===== src/rtl/uart_tx_ctrl_if.sv =====
// uart_tx_ctrl_if: request/config and frame-control bundle of the UART TX sequencer.
// stop2 exists only when UART_TX_TWO_STOP_EN is defined.
interface uart_tx_ctrl_if #(
  parameter int DATA_WIDTH = 8
) ();
  localparam int IW = $clog2(DATA_WIDTH);

  logic          data_valid;
  logic          par_en;
`ifdef UART_TX_TWO_STOP_EN
  logic          stop2;
`endif
  logic          busy;
  logic          ser_load;
  logic          ser_en;
  logic [IW-1:0] bit_idx;
  logic [1:0]    mux_sel;
  logic          frame_done;

  modport master (
    output data_valid,
    output par_en,
`ifdef UART_TX_TWO_STOP_EN
    output stop2,
`endif
    input  busy,
    input  ser_load,
    input  ser_en,
    input  bit_idx,
    input  mux_sel,
    input  frame_done
  );

  modport slave (
    input  data_valid,
    input  par_en,
`ifdef UART_TX_TWO_STOP_EN
    input  stop2,
`endif
    output busy,
    output ser_load,
    output ser_en,
    output bit_idx,
    output mux_sel,
    output frame_done
  );
endinterface


===== src/rtl/uart_tx_ctrl.sv =====
// uart_tx_ctrl: UART TX frame sequencer (start, data, parity, stop).
// Define UART_TX_TWO_STOP_EN to add the optional second stop bit (stop2).
module uart_tx_ctrl #(
  parameter int DATA_WIDTH = 8
) (
  input  logic          CLK,
  input  logic          RST,
  uart_tx_ctrl_if.slave tx
);
  localparam int IW = $clog2(DATA_WIDTH);
  localparam logic [IW-1:0] LAST = IW'(DATA_WIDTH - 1);

  typedef enum logic [2:0] {
    IDLE   = 3'd0,
    START  = 3'd1,
    DATA   = 3'd2,
    PARITY = 3'd3,
    STOP   = 3'd4
  } state_t;

  state_t        state_q;
  state_t        state_d;
  logic [IW-1:0] bit_idx_q;
  logic [IW-1:0] bit_idx_d;
  logic          par_en_q;
  logic          par_en_d;
  logic          busy_q;
  logic          busy_d;
  logic          ser_en_q;
  logic          ser_en_d;
  logic          frame_done_q;
  logic          frame_done_d;
  logic [1:0]    mux_sel_q;
  logic [1:0]    mux_sel_d;
  logic          accept;
  logic          last_stop;

`ifdef UART_TX_TWO_STOP_EN
  logic          stop2_q;
  logic          stop2_d;
  logic          stop_cnt_q;
  logic          stop_cnt_d;
`endif

  // Must match the parity calculator's capture condition exactly.
  assign accept = tx.data_valid & ~busy_q & (state_q == IDLE);

  assign tx.ser_load   = accept;
  assign tx.busy       = busy_q;
  assign tx.ser_en     = ser_en_q;
  assign tx.bit_idx    = bit_idx_q;
  assign tx.mux_sel    = mux_sel_q;
  assign tx.frame_done = frame_done_q;

  always_ff @(posedge CLK) begin
    if (RST) begin
      state_q      <= IDLE;
      bit_idx_q    <= '0;
      par_en_q     <= 1'b0;
      busy_q       <= 1'b0;
      ser_en_q     <= 1'b0;
      mux_sel_q    <= 2'b00;
      frame_done_q <= 1'b0;
`ifdef UART_TX_TWO_STOP_EN
      stop2_q      <= 1'b0;
      stop_cnt_q   <= 1'b0;
`endif
    end else begin
      state_q      <= state_d;
      bit_idx_q    <= bit_idx_d;
      par_en_q     <= par_en_d;
      busy_q       <= busy_d;
      ser_en_q     <= ser_en_d;
      mux_sel_q    <= mux_sel_d;
      frame_done_q <= frame_done_d;
`ifdef UART_TX_TWO_STOP_EN
      stop2_q      <= stop2_d;
      stop_cnt_q   <= stop_cnt_d;
`endif
    end
  end

  always_comb begin
    state_d   = state_q;
    bit_idx_d = '0;
    par_en_d  = par_en_q;
`ifdef UART_TX_TWO_STOP_EN
    stop2_d    = stop2_q;
    stop_cnt_d = 1'b0;
`endif
    unique case (state_q)
      IDLE: begin
        if (accept) begin
          state_d  = START;
          par_en_d = tx.par_en;
`ifdef UART_TX_TWO_STOP_EN
          stop2_d  = tx.stop2;
`endif
        end
      end
      START: state_d = DATA;
      DATA: begin
        if (bit_idx_q == LAST) begin
          state_d = par_en_q ? PARITY : STOP;
        end else begin
          bit_idx_d = bit_idx_q + 1'b1;
        end
      end
      PARITY: state_d = STOP;
      STOP: begin
`ifdef UART_TX_TWO_STOP_EN
        if (stop2_q && !stop_cnt_q) begin
          stop_cnt_d = 1'b1;
        end else begin
          state_d = IDLE;
        end
`else
        state_d = IDLE;
`endif
      end
      default: state_d = IDLE;
    endcase
  end

  // frame_done only in the final stop cycle of the frame.
`ifdef UART_TX_TWO_STOP_EN
  assign last_stop = ~stop2_q | stop_cnt_d;
`else
  assign last_stop = 1'b1;
`endif

  always_comb begin
    busy_d       = 1'b1;
    ser_en_d     = 1'b0;
    mux_sel_d    = 2'b00;
    frame_done_d = 1'b0;
    unique case (1'b1)
      (state_d == START): mux_sel_d = 2'b01;
      (state_d == DATA): begin
        mux_sel_d = 2'b10;
        ser_en_d  = 1'b1;
      end
      (state_d == PARITY): mux_sel_d = 2'b11;
      (state_d == STOP): frame_done_d = last_stop;
      default: busy_d = 1'b0;
    endcase
  end
endmodule


===== src/flat_wrapper.sv =====
// flat-port wrapper written by rule: the top's interface ports become plain ports
module uart_tx_ctrl_flat 
#(
  parameter int DATA_WIDTH = 8
)
  (CLK, RST, tx_data_valid, tx_par_en, tx_busy, tx_ser_load, tx_ser_en, tx_bit_idx, tx_mux_sel, tx_frame_done);
  uart_tx_ctrl_if #(.DATA_WIDTH(DATA_WIDTH)) tx_i ();
  input  logic CLK;
  input  logic RST;
  input wire logic [$bits(tx_i.data_valid)-1:0] tx_data_valid;
  input wire logic [$bits(tx_i.par_en)-1:0] tx_par_en;
  output wire logic [$bits(tx_i.busy)-1:0] tx_busy;
  output wire logic [$bits(tx_i.ser_load)-1:0] tx_ser_load;
  output wire logic [$bits(tx_i.ser_en)-1:0] tx_ser_en;
  output wire logic [$bits(tx_i.bit_idx)-1:0] tx_bit_idx;
  output wire logic [$bits(tx_i.mux_sel)-1:0] tx_mux_sel;
  output wire logic [$bits(tx_i.frame_done)-1:0] tx_frame_done;
  assign tx_i.data_valid = tx_data_valid;
  assign tx_i.par_en = tx_par_en;
  assign tx_busy = tx_i.busy;
  assign tx_ser_load = tx_i.ser_load;
  assign tx_ser_en = tx_i.ser_en;
  assign tx_bit_idx = tx_i.bit_idx;
  assign tx_mux_sel = tx_i.mux_sel;
  assign tx_frame_done = tx_i.frame_done;
  uart_tx_ctrl #(.DATA_WIDTH(DATA_WIDTH)) u_core (.CLK(CLK), .RST(RST), .tx(tx_i));
endmodule

===== config.mk =====
export PLATFORM = sky130hd
export DESIGN_NAME = uart_tx_ctrl_flat
export DESIGN_NICKNAME = d
export VERILOG_FILES = /design/src/rtl/uart_tx_ctrl_if.sv /design/src/rtl/uart_tx_ctrl.sv /design/src/flat_wrapper.sv
export SDC_FILE = /design/constraint.sdc
export NUM_CORES = 1
export LEC_CHECK = 0
export CAP_MARGIN = 15
export CORE_AREA = 2 2 39 41
export CTS_CLUSTER_SIZE = 40
export DETAILED_ROUTE_END_ITERATION = 10
export DIE_AREA = 0 0 41 43
export GPL_ROUTABILITY_DRIVEN = 0
export HOLD_SLACK_MARGIN = 0.1
export PLACE_DENSITY_LB_ADDON = 0.08
export SLEW_MARGIN = 20
export SYNTH_ARGS = -nofsm -noshare
export SYNTH_HDL_FRONTEND = slang
export SYNTH_SLANG_ARGS = --single-unit

===== constraint.sdc =====
create_clock -name CLK -period 3.5 [get_ports CLK]
set_clock_uncertainty 0.2 [all_clocks]
set_input_delay 0.7 -clock CLK [delete_from_list [all_inputs] [get_ports CLK]]
set_output_delay 0.7 -clock CLK [all_outputs]
set_load 0.02 [all_outputs]

==> results of run 1 <==
-- cell type report --
cell class                      count  area share (%)
Tap cell                           16            3.33
Sequential cell                    12            39.9
Timing Repair Buffer               12            20.0
Inverter                            1           0.624
Clock buffer                        4            6.03
Multi-Input combinational cell     27            30.1
-- worst max-delay path, delay by kind of cell --
family / cells / cell delay (ns)
buffers and inverters: 3 / 1.19
and+or+nand+nor: 1 / 0.17
-- registers in the layout, indices dropped and copies added (netlist names) --
register              flops
u_core.tx.mux_sel         2
u_core.par_en_q           1
u_core.tx.busy            1
u_core.state_q            3
u_core.tx.bit_idx         3
u_core.tx.ser_en          1
u_core.tx.frame_done      1
-- per-stage QoR --
stage	hold WS (ns)	power (W)	setup WS [ns]	util (%)	cells
4_1_cts	0.253	0.000301	0.554	43.5	72
3_3_place_gp	0.234	0.000196	0.576	40.9	68
2_1_floorplan	0.244	0.000176	1.59	-	40
5_1_grt	0.266	0.000315	0.465	43.5	72
3_5_place_dp	0.241	0.000196	0.568	40.9	68
6_report	0.243	0.000300	0.551	43.5	72
-- power breakdown --
| part | internal, W | switching, W |
|---|---|---|
| sequential | 0.000145 | 0.00000547 |
| clock | 0.0000632 | 0.0000437 |
| combinational | 0.0000216 | 0.0000210 |
-- metal layers --
metal / vias up / track usage, %
li1: 168 / -
met5: - / 0
met1: 155 / 11.2
met3: 2 / 3.14
met4: 0 / 6.00
met2: 10 / 15.0
-- layout by cell type (no fill, tap or decap), types with 2 or more instances in the layout --
master            n
a21oi_1           3
nor2_1            3
and2_1            4
nand2_1           3
clkdlybuf4s50_1  12
nor2b_1           2
clkbuf_4          3
ha_1              2
o211a_1           2
dfxtp_1          12
-- how the worst max path moves through the flow --
stage | startpoint | to | slack (ns)
floorplan | tx_data_valid | tx_ser_load | 1.59
global placement | tx_data_valid | tx_ser_load | 0.58
detailed placement | tx_data_valid | tx_ser_load | 0.57
CTS | tx_data_valid | tx_ser_load | 0.55
global route | tx_data_valid | tx_ser_load | 0.46
finish | tx_data_valid | tx_ser_load | 0.55
-- cells by family after synthesis --
logic type / Yosys count
adder cells (fa/ha/maj): 2
AO/OA/AOI/OAI: 7
flip-flops: 12
AND/OR/NAND/NOR: 18
buffers and inverters: 1
==> impl_metrics.py, run 1 <==
metrics = {
    "run_status": {
        "status": "finished clean",
    },
    "timing": {
        "min_period_over_period_pct": 84.3,
        "tns_ns": 0,
        "setup_viol_count_final": 0,
        "fin_crit_ns": 2.95,
        "timing.fmax_mhz": 339,
        "slew_headroom_pct": 75.5,
        "worstMarginPinSlew_ns": 0.365,
        "hold_viol": 0,
        "slew_violations": 0,
        "rsz0062_at_grt": "no",
    },
    "worst_setup_path": {
        "crit_required_ns": 2.60,
        "cp_max_fo": 6,
        "reg2reg_depth": 6,
        "start_kind": "input port",
        "slowest_stage": "clkdlybuf4s50_1",
        "r2r_slack_ns": 1.88,
        "cp_common_cell": "clkdlybuf4s50_1",
        "slowest_delay_ns": 0.61,
        "worstPathArrival_ns": 2.05,
        "critPathKind": "in -> out",
        "endpoint_kind": "primary output",
        "timing.rr.end": "u_core.tx.ser_en$_SDFF_PP0_",
        "crit_chain": "clkdlybuf4s50_1 -> nand3_1 -> inv_1 -> clkdlybuf4s50_1",
        "timing.rr.start": "u_core.tx.bit_idx[0]$_SDFF_PP0_",
    },
    "detailed_routing": {
        "routedWlPerCell_um": 9.72,
        "dr.pass1.iters": 3,
        "wirelength_um": 700,
        "route.detailed.drc": 0,
        "drt_iter0_drc": 4,
        "wl_met1_um": 284,
        "dr_wl_met3_um": 53,
        "dr_total_vias": 335,
        "top_layer_used": "met4",
        "viasPerCell": 4.65,
        "wl_met2_um": 346,
        "ant_nets": 0,
    },
    "yosys": {
        "synth_top_area_share_pct": 56.5,
        "netlist_area_um2": 425,
        "yosys-top-cells-count": "dfxtp_1 (12), and2_1 (4), a21oi_1 (3), nand2_1 (3), nor2_1 (3)",
        "ys_ff_latch": 12,
        "yosysTopAreaCell": "dfxtp_1",
        "syn_nets": 46,
        "yosysWarnings": 0,
        "synthAdderAreaFrac_pct": 5.88,
        "synth_cell_types": 17,
        "synth_edf_count": 0,
        "synth-simple-area-share_pct": 25.6,
        "synth_xor_area_share_pct": 0,
        "synth-async-reset-ratio_pct": 0,
        "yosys-top-cells-area": "dfxtp_1 (56%), and2_1 (5.9%), ha_1 (5.9%)",
        "synth_cells": 40,
        "post-synth-top-count-cell": "dfxtp_1",
        "yosysSeqAreaShare_pct": 56.5,
        "ys.flop_type": "dfxtp_1",
        "syn_area_per_cell_um2": 10.6,
        "synth_top_family_by_area": "simple AND/OR/NAND/NOR gates",
        "synthMuxAreaShare_pct": 0,
        "synth_compound_area_share_pct": 11.2,
    },
    "global_route": {
        "grt_pass1_vias": 300,
        "track_usage_pct": 9.81,
        "overflow": 0,
        "grt_pass1_wl_um": 1150,
        "grt_max_degree": 8,
        "antenna_found_initial": 0,
    },
    "floorplanning": {
        "dieWidth_um": 41,
        "die_area_um2": 1760,
        "die_h_um": 43,
        "core_area_um2": 1380,
        "placementRows": 14,
        "ios": 13,
        "initial_core_util_pct": 30.7,
    },
    "finish": {
        "drive_gt1_share_pct": 10.7,
        "antenna_cells": 0,
        "multi_input_area_um2": 181,
        "stdcell_area_um2": 602,
        "area_delta_synth_final_pct": 41.5,
        "nets": 63,
        "n_fill_cell": 129,
        "regArea_um2": 240,
    },
    "clock_tree": {
        "cts.htree.levels": 1,
        "postCtsResizedCells": 0,
        "clk_latency_ns": 0.27,
        "postCtsSetupBuffers": 0,
        "cts_buffers": 3,
        "clockBufferDepth": 2,
        "cts_tree": "yes",
        "cts.sinks": 12,
        "cts-hold-fix-buffers": 0,
        "clk_pin_slew_ns": 0.07,
        "cts_root_buf": "clkbuf_4",
    },
    "worst_hold_path": {
        "hp-class": "reg -> reg",
        "whs_path_depth": 1,
        "worstHoldStart": "u_core.tx.bit_idx[0]$_SDFF_PP0_",
        "hold_path_end": "u_core.tx.bit_idx[0]$_SDFF_PP0_",
    },
    "placed_design": {
        "placed_area_um2": 566,
        "portBuffers": 12,
    },
    "job": {
        "cap_violations": 0,
    },
    "power_and_ir_drop": {
        "leakagePower_nw": 0.281,
        "powerDensity_nw_per_um2": 498,
        "vdd_drop_max_mv": 0.242,
    },
}
Note: power is estimated with default switching activity, not from simulation.
==> run 2, diff against run 1 <==
==> constraint.sdc (replaced) <==
create_clock -name CLK -period 2.49 [get_ports CLK]
set_clock_uncertainty 0.2 [all_clocks]
set_input_delay 0.498 -clock CLK [delete_from_list [all_inputs] [get_ports CLK]]
set_output_delay 0.498 -clock CLK [all_outputs]
set_load 0.02 [all_outputs]
==> run 2 against run 1 <==
Clock power up 40%. Critical endpoint unchanged. Total power grew 40%. Register-to-register slack got worse by 1.0 ns. Worst hold slack unchanged. Largest power group unchanged. Via count is the same. First-iteration DRC count stayed put. Core utilization is 0.090 points lower.
==> impl_metrics.py, run 2 (synthesis gave the netlist of run 1 again) <==
metrics = {
    "detailed_routing": {
        "dr.pass1.iters": 3,
        "route.detailed.drc": 0,
        "drt_iter0_drc": 4,
        "viasPerCell": 4.65,
        "dr_total_vias": 335,
        "wirelength_um": 699,
        "ant_nets": 0,
        "routedWlPerCell_um": 9.71,
    },
    "finish": {
        "area_delta_synth_final_pct": 41.2,
        "final_common_cell": "dfxtp_1",
        "final_cell_mix": "dfxtp_1 (12), clkdlybuf4s50_1 (11), and2_1 (4)",
        "fin_cells": 72,
        "antenna_cells": 0,
        "fin_util_pct": 43.4,
        "drive_gt1_share_pct": 10.7,
        "n_fill_cell": 130,
        "stdcell_area_um2": 601,
        "nets": 63,
    },
    "floorplanning": {
        "die_area_um2": 1760,
        "die_h_um": 43,
        "initial_core_util_pct": 30.7,
        "ios": 13,
        "core_area_um2": 1380,
        "dieWidth_um": 41,
        "placementRows": 14,
    },
    "placed_design": {
        "placed_area_um2": 566,
        "dp_cells": 68,
        "portBuffers": 12,
    },
    "timing": {
        "tns_ns": 0,
        "slew_headroom_pct": 75.5,
        "fin_crit_ns": 2.27,
        "setup_viol_count_final": 0,
        "worstMarginPinSlew_ns": 0.365,
        "min_period_over_period_pct": 91.1,
        "timing.fmax_mhz": 441,
        "whs_ns": 0.243,
        "hold_viol": 0,
        "slew_violations": 0,
        "rsz0062_at_grt": "no",
    },
    "worst_setup_path": {
        "endpoint_kind": "primary output",
        "critPathKind": "in -> out",
        "reg2reg_depth": 6,
        "cp_max_fo": 6,
        "timing.rr.start": "u_core.tx.bit_idx[0]$_SDFF_PP0_",
        "start_kind": "input port",
        "r2r_slack_ns": 0.87,
        "crit_required_ns": 1.79,
        "timing.critical_path.to": "tx_ser_load",
        "worstPathArrival_ns": 1.57,
        "timing.rr.end": "u_core.tx.ser_en$_SDFF_PP0_",
        "startpoint": "tx_data_valid",
    },
    "clock_tree": {
        "cts_root_buf": "clkbuf_4",
        "cts_tree": "yes",
        "clockBufferDepth": 2,
        "cts.htree.levels": 1,
        "clk_pin_slew_ns": 0.07,
        "cts_buffers": 3,
        "clk_latency_ns": 0.27,
        "cts.sinks": 12,
        "postCtsSetupBuffers": 0,
    },
    "run_status": {
        "status": "finished clean",
    },
    "global_route": {
        "grt_pass1_vias": 302,
        "antenna_found_initial": 0,
        "overflow": 0,
        "grt_pass1_wl_um": 1150,
        "grt_max_degree": 8,
        "track_usage_pct": 9.81,
    },
    "worst_hold_path": {
        "hp-class": "reg -> reg",
    },
    "job": {
        "cap_violations": 0,
    },
    "power_and_ir_drop": {
        "powerDensity_nw_per_um2": 699,
        "vdd_drop_max_mv": 0.339,
        "leakagePower_nw": 0.283,
    },
}
==> run 2: cell count changes in the layout (fill, tap and decap cells not counted) <==
cell	delta
clkdlybuf4s50_1	-1
dlygate4sd2_1	+1
==> run 2: how the worst min path moves through the flow <==
stage,from,end,slack (ns),cells after the start
6_report,u_core.tx.bit_idx[0]$_SDFF_PP0_,u_core.tx.bit_idx[0]$_SDFF_PP0_,0.24,1
5_1_grt,u_core.tx.bit_idx[0]$_SDFF_PP0_,u_core.tx.bit_idx[0]$_SDFF_PP0_,0.27,1
4_1_cts,u_core.tx.bit_idx[0]$_SDFF_PP0_,u_core.tx.bit_idx[0]$_SDFF_PP0_,0.25,1
3_5_place_dp,u_core.tx.bit_idx[0]$_SDFF_PP0_,u_core.tx.bit_idx[0]$_SDFF_PP0_,0.24,1
3_3_place_gp,u_core.tx.bit_idx[0]$_SDFF_PP0_,u_core.tx.bit_idx[0]$_SDFF_PP0_,0.23,1
2_1_floorplan,u_core.par_en_q$_SDFFE_PP0P_,u_core.par_en_q$_SDFFE_PP0P_,0.24,2
==> run 2: power breakdown <==
part           switching, W  internal (W)  leakage, nW
clock             0.0000614     0.0000888       0.0210
sequential       0.00000768      0.000204       0.0978
combinational     0.0000294     0.0000288        0.164
total             0.0000984      0.000321        0.283
==> run 2: worst max-delay path, stage by stage <==
cell,delay [ns]
clkdlybuf4s50_1,0.46
nand3_1,0.17
inv_1,0.11
dlygate4sd2_1,0.33
==> run 2: per-stage QoR <==
step	setup slack (ns)	power, W
after floorplan	0.811	0.000247
after global placement	-0.0298	0.000275
after detailed placement	-0.0378	0.000276
after CTS	0.222	0.000422
after global routing	0.131	0.000441
final	0.221	0.000420
==> run 2: repair_timing <==
action / in CTS / in global routing
hold buffers: 0 / 0
gates resized for setup: 1 / 0
setup endpoints to repair: 1 / 0
==> run 2: layout make-up <==
type,instances,area (um2),share of cell area [%]
Inverter,1,3.75,0.625
Clock buffer,4,36.3,6.04
Multi-Input combinational cell,27,181,30.2
Timing Repair Buffer,12,119,19.8
Tap cell,16,20.0,3.33
Sequential cell,12,240,40.0
==> run 2: metal layers <==
metal	share of wire [%]	up-vias	global-route usage, %	routed length [um]
met3	7.6	2	3.14	53
li1	-	168	-	-
met4	2.1	0	6.00	15
met2	49	10	15.3	346
met1	40	155	10.9	283
met5	0	-	0	0
